[config.mk]
export PLATFORM = sky130hd
export DESIGN_NAME = datapath_sequencer_flat
export DESIGN_NICKNAME = d
export VERILOG_FILES = /design/src/rtl/datapath_sequencer_if.sv /design/src/rtl/datapath_sequencer.sv /design/src/flat_wrapper.sv
export SDC_FILE = /design/constraint.sdc
export NUM_CORES = 1
export LEC_CHECK = 0
export ABC_AREA = 0
export CORE_MARGIN = 2
export CORE_UTILIZATION = 46
export CTS_CLUSTER_DIAMETER = 100
export DETAILED_ROUTE_END_ITERATION = 8
export PLACE_DENSITY_LB_ADDON = 0.12
export SYNTH_ARGS = -nofsm -noshare
export SYNTH_HDL_FRONTEND = slang
export SYNTH_SLANG_ARGS = --single-unit
[constraint.sdc]
create_clock -name clock -period 3.1 [get_ports clock]
set_input_delay 0.31 -clock clock [delete_from_list [all_inputs] [get_ports clock]]
set_output_delay 0.31 -clock clock [all_outputs]
set_load 0.02 [all_outputs]
[src/rtl/datapath_sequencer_if.sv]
// ============================================================================
// Module      : datapath_sequencer_if
// Description : Command handshake bundle between a requester and the
//               datapath micro-sequencer.
//               Ports (per signal):
//                 cmd_valid  requester -> sequencer  command present
//                 cmd_ready  sequencer -> requester  command can be accepted
//                 cmd_op     2b   00 ALU_RR, 01 ALU_RI, 10 LOAD, 11 STORE
//                 cmd_fs     5b   ALU function select
//                 cmd_c0     1b   ALU carry-in
//                 cmd_da     5b   destination register
//                 cmd_sa     5b   source A / base register
//                 cmd_sb     5b   source B / store-data register
//                 cmd_imm    64b  immediate / address offset
//               Modports: master (requester), slave (sequencer).
// Revision    : 1.0 - initial release
// ============================================================================
`default_nettype none

interface datapath_sequencer_if;
  logic        cmd_valid;
  logic        cmd_ready;
  logic [1:0]  cmd_op;
  logic [4:0]  cmd_fs;
  logic        cmd_c0;
  logic [4:0]  cmd_da;
  logic [4:0]  cmd_sa;
  logic [4:0]  cmd_sb;
  logic [63:0] cmd_imm;

  modport master (
    output cmd_valid, cmd_op, cmd_fs, cmd_c0, cmd_da, cmd_sa, cmd_sb, cmd_imm,
    input  cmd_ready
  );

  modport slave (
    input  cmd_valid, cmd_op, cmd_fs, cmd_c0, cmd_da, cmd_sa, cmd_sb, cmd_imm,
    output cmd_ready
  );
endinterface

`default_nettype wire

[src/rtl/datapath_sequencer.sv]
// ============================================================================
// Module      : datapath_sequencer
// Description : Micro-sequencer in front of the LEGv8 datapath-with-memory.
//               Accepts one register-level command per handshake and expands
//               it into 32-bit control words plus a 64-bit constant, one word
//               per clock. Memory ops run as an address cycle (into TEMP_REG)
//               followed by a memory cycle held for MEM_WAIT extra cycles.
//               Ports:
//                 clock        in   system clock, rising edge
//                 reset        in   asynchronous active-low reset
//                 cmd          slave modport of datapath_sequencer_if
//                 status_in    in   4b datapath status flags
//                 control_word out  32b datapath control word
//                 constant     out  64b datapath constant
//                 status_out   out  4b flags latched from last ALU op
//                 busy         out  command in progress
//                 done         out  pulse in final cycle of a command
//                 op_count     out  16b wrapping done counter   (optional)
//                 mem_cycles   out  16b saturating MEM counter  (optional)
//               Optional feature macro: DATAPATH_SEQ_OPCOUNT_EN
// Revision    : 1.0 - initial release
// ============================================================================
`default_nettype none

module datapath_sequencer #(
  parameter logic [4:0] TEMP_REG = 5'd7,
  parameter int         MEM_WAIT = 2,
  parameter logic [4:0] FS_ADD   = 5'b01000
) (
  input  wire logic              clock,
  input  wire logic              reset,
  datapath_sequencer_if.slave    cmd,
  input  wire logic [3:0]        status_in,
  output logic      [31:0]       control_word,
  output logic      [63:0]       constant,
  output logic      [3:0]        status_out,
  output logic                   busy,
  output logic                   done
`ifdef DATAPATH_SEQ_OPCOUNT_EN
  ,
  output logic      [15:0]       op_count,
  output logic      [15:0]       mem_cycles
`endif
);

  localparam logic [1:0] C_OP_ALU_RI = 2'b01;
  localparam logic [1:0] C_OP_STORE  = 2'b11;
  localparam logic [3:0] C_MEM_LAST  = 4'(MEM_WAIT);

  typedef enum logic [1:0] {
    S_IDLE = 2'd0,
    S_EXEC = 2'd1,
    S_ADDR = 2'd2,
    S_MEM  = 2'd3
  } state_t;

  state_t      state_q,  state_d;
  logic [1:0]  op_q,     op_d;
  logic [4:0]  fs_q,     fs_d;
  logic        c0_q,     c0_d;
  logic [4:0]  da_q,     da_d;
  logic [4:0]  sa_q,     sa_d;
  logic [4:0]  sb_q,     sb_d;
  logic [63:0] imm_q,    imm_d;
  logic [3:0]  cnt_q,    cnt_d;
  logic [3:0]  status_q, status_d;

  // Control word fields assembled from the current state.
  logic [4:0] w_da, w_sa, w_sb, w_fs, w_aux;
  logic       w_reg_write, w_b_sel, w_c0, w_addr_load, w_alu_bus_en;
  logic       w_mem_write, w_mem_en;
  logic       w_mem_last;

  assign w_mem_last = (cnt_q == C_MEM_LAST);

  // --------------------------------------------------------------------------
  // Next-state logic
  // --------------------------------------------------------------------------
  always_comb begin
    state_d  = state_q;
    op_d     = op_q;
    fs_d     = fs_q;
    c0_d     = c0_q;
    da_d     = da_q;
    sa_d     = sa_q;
    sb_d     = sb_q;
    imm_d    = imm_q;
    cnt_d    = cnt_q;
    status_d = status_q;
    case (state_q)
      S_IDLE: begin
        if (cmd.cmd_valid) begin
          op_d    = cmd.cmd_op;
          fs_d    = cmd.cmd_fs;
          c0_d    = cmd.cmd_c0;
          da_d    = cmd.cmd_da;
          sa_d    = cmd.cmd_sa;
          sb_d    = cmd.cmd_sb;
          imm_d   = cmd.cmd_imm;
          // op[1] separates memory ops from ALU ops
          state_d = cmd.cmd_op[1] ? S_ADDR : S_EXEC;
        end
      end
      S_EXEC: begin
        status_d = status_in;
        state_d  = S_IDLE;
      end
      S_ADDR: begin
        cnt_d   = 4'd0;
        state_d = S_MEM;
      end
      S_MEM: begin
        if (w_mem_last) begin
          state_d = S_IDLE;
        end else begin
          cnt_d = cnt_q + 4'd1;
        end
      end
      default: state_d = S_IDLE;
    endcase
  end

  always_ff @(posedge clock or negedge reset) begin
    if (!reset) begin
      state_q  <= S_IDLE;
      op_q     <= 2'd0;
      fs_q     <= 5'd0;
      c0_q     <= 1'b0;
      da_q     <= 5'd0;
      sa_q     <= 5'd0;
      sb_q     <= 5'd0;
      imm_q    <= 64'd0;
      cnt_q    <= 4'd0;
      status_q <= 4'd0;
    end else begin
      state_q  <= state_d;
      op_q     <= op_d;
      fs_q     <= fs_d;
      c0_q     <= c0_d;
      da_q     <= da_d;
      sa_q     <= sa_d;
      sb_q     <= sb_d;
      imm_q    <= imm_d;
      cnt_q    <= cnt_d;
      status_q <= status_d;
    end
  end

  // --------------------------------------------------------------------------
  // Output decode: outputs depend only on registered state so an async reset
  // drops the word to NOP immediately.
  // --------------------------------------------------------------------------
  always_comb begin
    w_da         = 5'd0;
    w_sa         = 5'd0;
    w_sb         = 5'd0;
    w_fs         = 5'd0;
    w_aux        = 5'd0;
    w_reg_write  = 1'b0;
    w_b_sel      = 1'b0;
    w_c0         = 1'b0;
    w_addr_load  = 1'b0;
    w_alu_bus_en = 1'b0;
    w_mem_write  = 1'b0;
    w_mem_en     = 1'b0;
    constant     = 64'd0;
    done         = 1'b0;
    case (state_q)
      S_EXEC: begin
        w_da         = da_q;
        w_sa         = sa_q;
        w_sb         = sb_q;
        w_fs         = fs_q;
        w_c0         = c0_q;
        w_reg_write  = 1'b1;
        w_alu_bus_en = 1'b1;
        if (op_q == C_OP_ALU_RI) begin
          w_b_sel  = 1'b1;
          constant = imm_q;
        end
        done = 1'b1;
      end
      S_ADDR: begin
        w_da         = TEMP_REG;
        w_sa         = sa_q;
        w_fs         = FS_ADD;
        w_reg_write  = 1'b1;
        w_b_sel      = 1'b1;
        w_alu_bus_en = 1'b1;
        constant     = imm_q;
      end
      S_MEM: begin
        w_sa        = TEMP_REG;
        w_aux       = TEMP_REG;
        w_mem_en    = 1'b1;
        w_addr_load = 1'b1;
        if (op_q == C_OP_STORE) begin
          w_sb        = sb_q;
          w_mem_write = 1'b1;
        end else begin
          // load data is only valid once the wait states have elapsed
          w_da        = da_q;
          w_reg_write = w_mem_last;
        end
        done = w_mem_last;
      end
      default: ;
    endcase
  end

  assign control_word = {w_aux, w_mem_en, w_mem_write, w_alu_bus_en, w_addr_load,
                         w_c0, w_fs, w_b_sel, w_reg_write, w_sb, w_sa, w_da};
  assign status_out    = status_q;
  assign busy          = (state_q != S_IDLE);
  assign cmd.cmd_ready = (state_q == S_IDLE);

`ifdef DATAPATH_SEQ_OPCOUNT_EN
  logic [15:0] op_count_q,   op_count_d;
  logic [15:0] mem_cycles_q, mem_cycles_d;

  always_comb begin
    op_count_d   = op_count_q;
    mem_cycles_d = mem_cycles_q;
    if (done) begin
      op_count_d = op_count_q + 16'd1;
    end
    if ((state_q == S_MEM) && (mem_cycles_q != 16'hFFFF)) begin
      mem_cycles_d = mem_cycles_q + 16'd1;
    end
  end

  always_ff @(posedge clock or negedge reset) begin
    if (!reset) begin
      op_count_q   <= 16'd0;
      mem_cycles_q <= 16'd0;
    end else begin
      op_count_q   <= op_count_d;
      mem_cycles_q <= mem_cycles_d;
    end
  end

  assign op_count   = op_count_q;
  assign mem_cycles = mem_cycles_q;
`endif

endmodule

`default_nettype wire

[src/flat_wrapper.sv]
// flat-port wrapper written by rule: the top's interface ports become plain ports
module datapath_sequencer_flat 
#(
  parameter logic [4:0] TEMP_REG = 5'd7,
  parameter int         MEM_WAIT = 2,
  parameter logic [4:0] FS_ADD   = 5'b01000
)
  (clock, reset, status_in, control_word, constant, status_out, busy, done, cmd_cmd_valid, cmd_cmd_op, cmd_cmd_fs, cmd_cmd_c0, cmd_cmd_da, cmd_cmd_sa, cmd_cmd_sb, cmd_cmd_imm, cmd_cmd_ready);
  datapath_sequencer_if cmd_i ();
  input  wire logic clock;
  input  wire logic reset;
  input  wire logic [3:0] status_in;
  output logic      [31:0] control_word;
  output logic      [63:0] constant;
  output logic      [3:0] status_out;
  output logic busy;
  output logic done;
  input wire logic [$bits(cmd_i.cmd_valid)-1:0] cmd_cmd_valid;
  input wire logic [$bits(cmd_i.cmd_op)-1:0] cmd_cmd_op;
  input wire logic [$bits(cmd_i.cmd_fs)-1:0] cmd_cmd_fs;
  input wire logic [$bits(cmd_i.cmd_c0)-1:0] cmd_cmd_c0;
  input wire logic [$bits(cmd_i.cmd_da)-1:0] cmd_cmd_da;
  input wire logic [$bits(cmd_i.cmd_sa)-1:0] cmd_cmd_sa;
  input wire logic [$bits(cmd_i.cmd_sb)-1:0] cmd_cmd_sb;
  input wire logic [$bits(cmd_i.cmd_imm)-1:0] cmd_cmd_imm;
  output wire logic [$bits(cmd_i.cmd_ready)-1:0] cmd_cmd_ready;
  assign cmd_i.cmd_valid = cmd_cmd_valid;
  assign cmd_i.cmd_op = cmd_cmd_op;
  assign cmd_i.cmd_fs = cmd_cmd_fs;
  assign cmd_i.cmd_c0 = cmd_cmd_c0;
  assign cmd_i.cmd_da = cmd_cmd_da;
  assign cmd_i.cmd_sa = cmd_cmd_sa;
  assign cmd_i.cmd_sb = cmd_cmd_sb;
  assign cmd_i.cmd_imm = cmd_cmd_imm;
  assign cmd_cmd_ready = cmd_i.cmd_ready;
  datapath_sequencer #(.TEMP_REG(TEMP_REG), .MEM_WAIT(MEM_WAIT), .FS_ADD(FS_ADD)) u_core (.clock(clock), .reset(reset), .cmd(cmd_i), .status_in(status_in), .control_word(control_word), .constant(constant), .status_out(status_out), .busy(busy), .done(done));
endmodule
**After elaboration in Yosys (flattened, before gate mapping)**

Index checks and enable logic that the tools add are counted.

- Register bits: 97
- Latch bits: 0
- Memory bits (writable): 0
- ROM bits: 0
- Word-level logic and storage cells: 52
- Memories: 0

- $add $sub $neg: 1
- Multipliers: 0
- Divide/modulo/power cells: 0
- $lt $le $gt $ge: 0
- Equal/unequal tests: 9
- Shift-type cells: 0
- Mux-type cells: 25
- Bitwise logic cells: 0
- Reduce and logical (&&, ||, !) cells: 7

Operators by type and width:

| operator | count |
|---|---|
| 64-bit case mux with 2 select lines | 1 |
| 64-bit two-way mux | 1 |
| 5-bit case mux with 2 select lines | 3 |
| 5-bit case mux with 3 select lines | 1 |
| 5-bit two-way mux | 2 |
| 2-bit case mux with 4 select lines | 1 |
| 4-bit case mux with 2 select lines | 1 |
| 1-bit two-way mux | 7 |
| 2-bit == test (second input constant) | 3 |
| 2-bit two-way mux | 3 |
| 1-bit case mux with 2 select lines | 3 |
| 2-bit AND reduction | 3 |
| 4-bit by 1-bit adder with 4-bit output (second input constant) | 1 |
| 2-bit by 1-bit == test with 1-bit output (second input constant) | 2 |
| 4-bit by 2-bit == test with 1-bit output (second input constant) | 1 |
| 4-bit two-way mux | 1 |
| 2-bit inequality test (second input constant) | 2 |
| 2-bit nonzero test | 2 |
| 3-bit two-way mux | 1 |
| 2-bit logical NOT | 1 |
| 2-bit by 1-bit inequality test with 1-bit output (second input constant) | 1 |
| 2-bit OR reduction | 1 |

**Depth between registers and ports, before layout**

- Word-level depth: 3
- Depth in mapped cells: 8
- Depth with buffers taken out: 5

**Worst setup path before layout**

No wires, ideal clock.

- Path type: reg-to-output
- Start point: reg u_core.state_q[0]
- End point: out control_word[3]
- Arrival: 1621 ps
- Slack: 1169 ps
- Cell stages (with the launch flop): 5
- Path buffers: 0
- Cells stage by stage: dfrtp_1 > ha_1 > a21boi_0 > nor2_1 > nor3b_1

- Longest elaborated chain between the ends: 2
- Elaborated cells on any way between the ends: 4
- Classes of those cells: eq/ne: 3; mux: 1

RTL lines:

| item | RTL line | text |
|---|---|---|
| from (decl) | datapath_sequencer.sv:57 | `state_t state_q, state_d;` |
| from (signal assigned) | datapath_sequencer.sv:136 | `state_q <= state_d;` |
| 2-bit == test / 2-bit by 1-bit == test with 1-bit output (equally long branches) | datapath_sequencer.sv:168 | `case (state_q)` |
| 5-bit case mux with 3 select lines * | datapath_sequencer.sv:168 |  |
| to (decl) | flat_wrapper.sv:13 | `output logic [31:0] control_word;` |

Mark *: on every way between the ends. The rest lies on a longest branch, timed or not.

**Worst setup path in the final report**

- Start point: reg u_core.state_q[0]
- End point: out constant[17]

- Longest elaborated chain between the ends: 2
- Elaborated cells on any way between the ends: 3
- Classes of those cells: eq/ne: 2; mux: 1

RTL lines:

| item | RTL line | text |
|---|---|---|
| 2-bit == test / 2-bit by 1-bit == test with 1-bit output (equally long branches) | datapath_sequencer.sv:168 |  |
| 64-bit case mux with 2 select lines * | datapath_sequencer.sv:168 |  |
| to (decl) | flat_wrapper.sv:14 | `output logic [63:0] constant;` |

Marks and branches as above.

==> metrics.md <==
| Metric | Value |
|---|---|
| Run status | `finished, final reports clean` |
| Slack of the worst reg-to-reg path | `0.96 ns` |
| Die area | `10800 µm²` |
| CP Data Required Time | `2.79 ns` |
| Worst-path clk slew | `0.08 ns` |
| Antenna violations before repair | `0` |
| Max Cap Viol | `0` |
| Largest net degree at the start of global routing | `66` |
| Final setup viols | `0` |
| Routed WL | `10600 µm` |
| Area share of the leading cell type in the synthesized netlist | `52.9%` |
| Iteration-0 DRC Markers | `76` |
| Routed vias | `3246` |
| Synth Flop Type | `dfrtp_1` |
| Die Height | `104 µm` |
| Startpoint class of the critical path | `flip-flop` |
| VDD IR max | `594 µV` |
| CP max FO | `65` |
| Final Hold Vio Count | `0` |
| Tightest Hold Check Type | `flip-flop to flip-flop` |
| Ys Warns | `0` |
| Cell area power density | `949 nW/µm²` |
| Area leader, netlist | `dfrtp_1` |
| Hold Worst Slack | `0.492 ns` |
| DP HPWL | `7710 µm` |
| Most used cell, CP | `inv_1` |
| DRC | `0` |
| CTS Buffer Depth | `2` |
| Layout Nets | `642` |
| RD Place Congestion | `0.808` |
| Setup Crit Path Kind | `flip-flop to output pin` |
| Core Util, Final | `69.3%` |
| Clk_lat worst skew | `0.35 ns` |
| Sequential area share after synthesis | `52.9%` |
| Global-route wire length before repair | `17200 µm` |
| Post-synthesis async set-or-reset flop share | `100%` |
| First-pass detailed-route iteration total | `4` |
| Slowest CP cell | `clkdlybuf4s50_1` |
| Crit path cell chain | `inv_1 -> ha_1 -> inv_1 -> a21boi_4 -> buf_12 -> and2_1 -> clkdlybuf4s50_1` |
| Worst slew pin tran | `0.615 ns` |
| Synth top area cells | `dfrtp_1, mux2_2, and2_1` |
| Min cycle time layout | `2.86 ns` |
| Final slew viol count | `0` |
| Relative slew slack | `59.0%` |
| Clock skew | `0.00570 ns` |
| Wire length per cell | `15.8 µm` |
| Post-Synthesis Cells | `360` |
| Fmax | `0.349 GHz` |
| Clock sinks | `97` |
| Most common cell in the synthesized netlist | `dfrtp_1` |
| Core Area | `9730 µm²` |
| Antenna viol nets, final | `0` |
| Share of cells above drive strength 1 | `20.5%` |
| Setup TNS Final | `0 ns` |
| Placed Area | `6580 µm²` |
| Port-buffer cells | `194` |
| Final instance area | `6750 µm²` |
| Inserted Clock Buffers | `9` |
| Hold depth | `1` |
| FP Rows | `36` |
| Crit path capture type | `output pin` |
| Number of distinct library cells after synthesis | `32` |
| Congestion Overflow GR | `0` |
| Final period utilization | `92.4%` |
| Fill count | `763` |
| Largest stage delay, worst path | `0.61 ns` |
| Number of global-route vias before repair | `3370` |
| Reg2Reg Depth | `5` |
| Drt via density | `4.82` |
| Mapped Area | `4590 µm²` |
| # IOs | `197` |
| Synthesized area per cell | `12.8 µm²` |
| Post-synth EDFFs | `0` |
| Total track usage | `19.9%` |
| Synth Register Bits | `97` |
| Initial core utilization | `47.2%` |
| Area delta synth->final | `46.9%` |
| CTS tree | `built` |
| H-tree depth | `3` |
| Root buf cell | `clkbuf_8` |
| Width of the die | `104 µm` |
| RSZ-0062 raised after global routing | `false` |
| Total Power | `6.40 mW` |
| Top cells by count, synth | `dfrtp_1, mux2_2, and2_1` |
| LEAKAGE | `2.82 nW` |
| Ant diodes | `0` |
| WP data arrival | `2.55 ns` |
## worst max-delay path: cells and delay by family, from the launching register on
family                   cells  cell delay [ns]
buffers and inverters        4             1.09
adder cells (fa/ha/maj)      1             0.33
AND/OR/NAND/NOR              1             0.17
AO/OA/AOI/OAI                1             0.17
flip-flops                   1             0.42
## placed cells by master, fill, tap and decap left out, types with 2 or more instances in the layout
cell,n
dfrtp_1,97
ha_1,7
nand3_1,3
o21a_1,3
clkdlybuf4s50_1,193
nand2_1,4
and2_1,67
and3_1,5
nand3b_1,3
inv_1,7
a31oi_1,2
nor2_1,7
mux2_1,5
buf_4,5
mux2_2,88
conb_1,2
nor2b_1,6
nor3b_1,3
a21oi_1,7
clkbuf_8,9
buf_12,3
nand2b_1,3
## registers in the layout, indices dropped and copies added, names as in the netlist
register and cells:
u_core.c0_q 1, u_core.cnt_q 4, u_core.da_q 5, u_core.fs_q 5, u_core.imm_q 64, u_core.op_q 2, u_core.sa_q 5, u_core.sb_q 5
u_core.state_q 2, u_core.status_out 4
## worst paths after layout
| kind | from | end |
|---|---|---|
| max | u_core.state_q[0] | constant[17] |
| min | u_core.sb_q[3] | u_core.sb_q[3] |
| max reg2reg | u_core.state_q[0] | u_core.op_q[1] |
| min reg2reg | u_core.sb_q[3] | u_core.sb_q[3] |
| max in group asynchronous | reset | u_core.imm_q[20] |
| min in group asynchronous | reset | u_core.imm_q[11] |
## power breakdown
group	switching, mW	internal (mW)
clock network	0.391	0.350
logic	1.59	1.86
registers	0.310	1.90
total	2.29	4.11
## per-layer routing
metal | routed length (µm) | GRT usage [%] | up-vias
li1 | - | - | 1546
met1 | 4640 | 25.8 | 1561
met2 | 5160 | 32.7 | 119
met3 | 579 | 4.26 | 20
met4 | 245 | 7.82 | 0
met5 | 0 | 0 | -
## stage by stage
stage | instances | setup slack, ns
detailed placement | 662 | 0.596
CTS | 674 | 0.198
global route | 674 | 0.0424
global placement | 662 | 0.662
floorplan | 361 | 1.17
finish | 674 | 0.236
## cells by family after synthesis
group / synth area share, %
AO/OA/AOI/OAI: 2.92
XOR/XNOR: 0.191
adder cells (fa/ha/maj): 1.91
buffers and inverters: 5.61
flip-flops: 52.9
multiplexers: 22.8
other: 0.0817
AND/OR/NAND/NOR: 13.6
## layout make-up
class / instances / area [µm²] / area share, %
multi-input cells: 224 / 1930 / 28.6
flip-flops and latches: 97 / 2430 / 36.0
clock inverters: 2 / 35.0 / 0.519
well taps: 133 / 166 / 2.47
repair buffers: 202 / 2040 / 30.2
clock buffers: 9 / 124 / 1.84
inverters: 7 / 26.3 / 0.390
## what timing repair did
item,4_1_cts,5_1_grt
hold endpoints to repair,45,0
buffers inserted,0,0
hold buffers,1,0
gates resized for setup,0,0
Note: power is estimated with default switching activity, not from simulation.
==> RTL change 1 (same settings) <==
Encoding of `state_t`: now one-hot (4 bits for 4 states).
--- a/src/rtl/datapath_sequencer.sv
+++ b/src/rtl/datapath_sequencer.sv
@@ -47,11 +47,11 @@
   localparam logic [1:0] C_OP_STORE  = 2'b11;
   localparam logic [3:0] C_MEM_LAST  = 4'(MEM_WAIT);
 
-  typedef enum logic [1:0] {
-    S_IDLE = 2'd0,
-    S_EXEC = 2'd1,
-    S_ADDR = 2'd2,
-    S_MEM  = 2'd3
+  typedef enum logic [3:0] {
+    S_IDLE = 4'b0001,
+    S_EXEC = 4'b0010,
+    S_ADDR = 4'b0100,
+    S_MEM  = 4'b1000
   } state_t;
 
   state_t      state_q,  state_d;
Behaviour: same outputs for any inputs over 10 cycles, from zero or initial values and one cycle with reset low; not proved beyond that.
==> RTL change 1 against the unedited design <==
Wire length rose by 2.4%. Synthesized cell count fell by 1.4%. Register-to-register slack got worse by 0.20 ns. Setup slack got worse by 0.061 ns. Sequential cell count rose by 2. Final area rose by 1.3%. Area after synthesis rose by 1.4%. Critical path type unchanged. Critical endpoint is now constant[46]. Largest cell class unchanged. Highest routed layer unchanged.
Power is not compared: it rests on default switching activity, and its combinational part moved more than twofold at a synthesized area within 25%.
==> RTL change 1: results (changes against the unedited design) <==
* First-pass GRT wire length at 17,800 µm (was 17,200 µm)
* First DRT Iteration DRCs at 122 (was 76)
* GR Util All Layers at 0.203 (was 0.199)
* Final Skew at 0.00573 ns (was 0.00570 ns)
* Worst-path maximum fanout at 48 (was 65)
* Final net count at 631 (was 642)
* Crit path from: u_core.state_q[2] (was u_core.state_q[0])
* Top post-synthesis cells by count: dfrtp_1, and2_1, mux2_2, mux2_4, buf_4 (was dfrtp_1, mux2_2, and2_1, buf_4)
* Clk. pwr at between 0.8 and 0.9 mW
* Mean Syn Cell Area at 13.1 µm² (was 12.8 µm²)
* Largest net degree at the start of global routing at 83 (was 66)
* Worst setup margin at 0.175 ns (was 0.236 ns)
* Clk_lat worst skew at around 0.36 ns
* Worst R2R Path Depth at 4 (was 5)
* Adder-cell share of the synthesized area at 0.00537 (was 0.0191)
* Fillers at 759 (was 763)
* Mux cell area share after synthesis at 0.236 (was 0.228)
* Max stage delay on crit path at 0.63 ns (was 0.61 ns)
* CTS root buf: clkbuf_8 (unchanged)
* Hpwl dp at 7610 µm (was 7710 µm)
* Top reg by flops: u_core.imm_q (unchanged)
* Netlist cell types at 42 (was 32)
* Sequential fraction of the synthesis area at 0.532 (was 0.529)
* Arrival time worst endpoint at 2.61 ns (was 2.55 ns)
* Placed cell areas at 6630 µm² (was 6580 µm²)
* PortBufs at 194 (unchanged)
* Share of layout cells above drive strength 1 at 0.226 (was 0.205)
* Ranking of synthesized cells by area: dfrtp_1, mux2_2, and2_1 (unchanged)
* Hold slack at 0.133 ns (was 0.492 ns)
* Vias/cell at 4.89 (was 4.82)
* Final wirelength at 10,900 µm (was 10,600 µm)
* Worst min path class: primary input to async pin (was register to register)
* GPL Wtd Cong at 0.752 (was 0.808)
* Placement-stage worst setup slack at 0.459 ns (was 0.596 ns)
* Synth Area in Compound Gates at 0.0279 (was 0.0292)
* Post-Place Cells at 657 (was 662)
* Post-synthesis xor/xnor area fraction at 0.00376 (was 0.00191)
* Number of global-route vias before repair at 3,506 (was 3,370)
* Worst r2r src: u_core.state_q[0] (unchanged)
* Max reg flops at 64 (unchanged)
* Initial antenna violation count at 0 (unchanged)
* End point of the critical path: constant[46] (was constant[17])
* Status: complete, no violations (unchanged)
* R2R setup slack at 0.76 ns (was 0.96 ns)
* Sw power at 1.31 mW
* Non-filler cells, final at 673 (was 674)
* Overall Power at about 4.5 mW
-- RTL change 1: changes by cell type in the layout (fill, tap and decap cells not counted), moves of 7 or more --
| cell | unedited run | this run |
|---|---|---|
| a21oi_1 | 7 | 0 |
| mux2_2 | 88 | 72 |
| mux2_4 | 0 | 18 |
| and2_1 | 67 | 76 |
-- RTL change 1: final cells by class --
cell class	count	area (µm²)	share of cell area
Multi-Input combinational cell	217	1970	0.288
Timing Repair Buffer	201	2000	0.293
Inverter	7	26.3	0.00384
Sequential cell	99	2480	0.363
Clock inverter	3	20.0	0.00293
Tap cell	133	166	0.0243
Clock buffer	13	179	0.0262
-- RTL change 1: timing repair --
item | 4_1_cts | 5_1_grt
hold buffers | 0 | 0
endpoints found under the setup margin | 0 | 48
gates resized for setup | 0 | 3
-- RTL change 1: layer usage --
layer,track usage,vias to the layer above,part of all wire
met3,0.0649,13,0.077
met2,0.331,112,0.49
met1,0.256,1625,0.42
li1,-,1544,-
met5,0,-,0
met4,0.0705,0,0.016
==> RTL change 2 (same flow settings) <==
Made on the original files. `FS_ADD` is set to 5'b01000 in 2 places; all go to 5'b00100.
--- a/src/rtl/datapath_sequencer.sv
+++ b/src/rtl/datapath_sequencer.sv
@@ -25,7 +25,7 @@
 module datapath_sequencer #(
   parameter logic [4:0] TEMP_REG = 5'd7,
   parameter int         MEM_WAIT = 2,
-  parameter logic [4:0] FS_ADD   = 5'b01000
+  parameter logic [4:0] FS_ADD   = 5'b00100
 ) (
   input  wire logic              clock,
   input  wire logic              reset,
--- a/src/flat_wrapper.sv
+++ b/src/flat_wrapper.sv
@@ -3,7 +3,7 @@
 #(
   parameter logic [4:0] TEMP_REG = 5'd7,
   parameter int         MEM_WAIT = 2,
-  parameter logic [4:0] FS_ADD   = 5'b01000
+  parameter logic [4:0] FS_ADD   = 5'b00100
 )
   (clock, reset, status_in, control_word, constant, status_out, busy, done, cmd_cmd_valid, cmd_cmd_op, cmd_cmd_fs, cmd_cmd_c0, cmd_cmd_da, cmd_cmd_sa, cmd_cmd_sb, cmd_cmd_imm, cmd_cmd_ready);
   datapath_sequencer_if cmd_i ();
Check against the original RTL: not equivalent (Yosys sat finds a counterexample within 4 cycles, from zero or initial values and one cycle with reset low).
==> RTL change 2 against the unedited design <==
Final area is 1.5% higher. Wire length is 4.3% higher. Area after synthesis is 2.5% higher. Fmax is 1.2% higher. Final cell count is 0.15% higher. Total power is 5.7% higher. Setup slack better by 0.034 ns. Sequential share of layout area is 0.53 points lower. Core utilization is 0.065 points higher. Sequential cell count stayed put. Register-to-register slack worse by 0.08 ns. Critical endpoint is now constant[46]. Largest cell class unchanged.
==> RTL change 2: results (changes against the unedited design) <==
* Placed cell areas at 6660 µm² (was 6580 µm²)
* Ranking of synthesized cells by area: dfrtp_1, mux2_2, mux2_4 (was dfrtp_1, mux2_2, and2_1)
* LEAKAGE at 2.95 nW (was 2.82 nW)
* Sw frac at 0.369 (was 0.358)
* Final net count at 639 (was 642)
* Sequential fraction of the synthesis area at 0.516 (was 0.529)
* Largest net degree at the start of global routing at 66 (unchanged)
* Placement-stage worst setup slack at 0.535 ns (was 0.596 ns)
* Setup Viol. Count Final at 0 (unchanged)
* Post-CTS Setup Inserts at 0 (unchanged)
* Arrival time worst endpoint at 2.52 ns (was 2.55 ns)
* GPL Wtd Cong at 0.807 (was 0.808)
* Status: complete, no violations (unchanged)
* Top post-synthesis cells by count: dfrtp_1, and2_1, mux2_2, mux2_4, buf_4 (was dfrtp_1, mux2_2, and2_1, buf_4)
* Ant. Diodes at 0 (unchanged)
* Worst R2R Path Depth at 5 (unchanged)
* Number of global-route vias before repair at 3,496 (was 3,370)
* Top reg by flops: u_core.imm_q (unchanged)
* Final wirelength at 11,100 µm (was 10,600 µm)
* First DRT Iteration DRCs at 83 (was 76)
* H-tree depth at 3 (unchanged)
* Syn Inst Count at 358 (was 360)
* Share of layout cells above drive strength 1 at 0.218 (was 0.205)
* Hpwl dp at 7960 µm (was 7710 µm)
* Worst Tran Pin Value at 0.611 ns (was 0.615 ns)
* Pre-antenna DRT Iters at 4 (unchanged)
* Worst ir drop on vdd at 0.484 mV (was 0.594 mV)
* Clock slew at reported path FFs at 0.10 ns (was 0.08 ns)
* Non-filler cells, final at 675 (was 674)
* Post-Place Cells at 659 (was 662)
* Netlist cell types at 32 (unchanged)
* PortBufs at 194 (unchanged)
* First-pass GRT wire length at 18,100 µm (was 17,200 µm)
* Clock Path Buffers at 2 (unchanged)
* Worst min path class: primary input to async pin (was register to register)
* WS Path Type: register to primary output (unchanged)
* Hold slack at 0.498 ns (was 0.492 ns)
* Max reg flops at 64 (unchanged)
* Final Skew at 0.0111 ns (was 0.00570 ns)
* R2R setup slack at 0.88 ns (was 0.96 ns)
* Vias/cell at 4.89 (was 4.82)
* Fillers at 735 (was 763)
* Max frequency at 0.353 GHz (was 0.349 GHz)
* GR Util All Layers at 0.207 (was 0.199)
[RTL change 2: power groups by stage]
stage          Clock (mW)  Combinational, mW  Sequential (mW)
2_1_floorplan           0               2.50             2.18
5_1_grt             0.813               4.06             2.33
6_report            0.733               3.79             2.25
3_5_place_dp            0               3.82             2.27
4_1_cts             0.759               3.84             2.25
3_3_place_gp            0               3.75             2.24
[RTL change 2: cells by family (layout without fill, tap and decap cells)]
family	Yosys count	in the layout	share of synthesized area
AO/OA/AOI/OAI	18	18	0.0260
XOR/XNOR	1	1	0.00186
adder cells (fa/ha/maj)	7	7	0.0186
buffers and inverters	39	222	0.0585
flip-flops	97	97	0.516
multiplexers	94	94	0.248
other	1	2	0.000796
AND/OR/NAND/NOR	101	101	0.131
[RTL change 2: repair_timing]
action,in CTS,in global routing
gates resized for setup,0,1
endpoints found under the setup margin,0,5
endpoints found under the hold margin,45,0
hold buffers,1,0
[RTL change 2: final timing paths]
| kind | to |
|---|---|
| max | constant[46] |
| min | u_core.da_q[0] |
| max in group asynchronous | u_core.imm_q[58] |
| max reg2reg | u_core.imm_q[16] |
| min reg2reg | u_core.sb_q[4] |
| min in group clock | u_core.sb_q[4] |
[RTL change 2: worst max-delay path, stage by stage, from the launching register on]
cell and delay (ns):
dfrtp_1 0.41, inv_1 0.14, ha_2 0.30, inv_1 0.11, a21boi_4 0.16, buf_12 0.23
and2_1 0.17, clkdlybuf4s50_1 0.63
[RTL change 2: cell type report]
type / instances / area (µm²) / share of cell area
repair buffers: 201 / 2030 / 0.297
clock buffers: 9 / 124 / 0.0181
well taps: 133 / 166 / 0.0243
clock inverters: 6 / 45.0 / 0.00658
inverters: 6 / 22.5 / 0.00329
multi-input cells: 223 / 2030 / 0.296
flip-flops and latches: 97 / 2430 / 0.355
[RTL change 2: routing by layer]
metal	wire length (µm)	vias up	share of wire	track usage
met2	5490	111	0.50	0.341
li1	-	1539	-	-
met1	4710	1637	0.43	0.266
met5	0	-	0	0
met4	131	0	0.012	0.0581
met3	742	11	0.067	0.0580
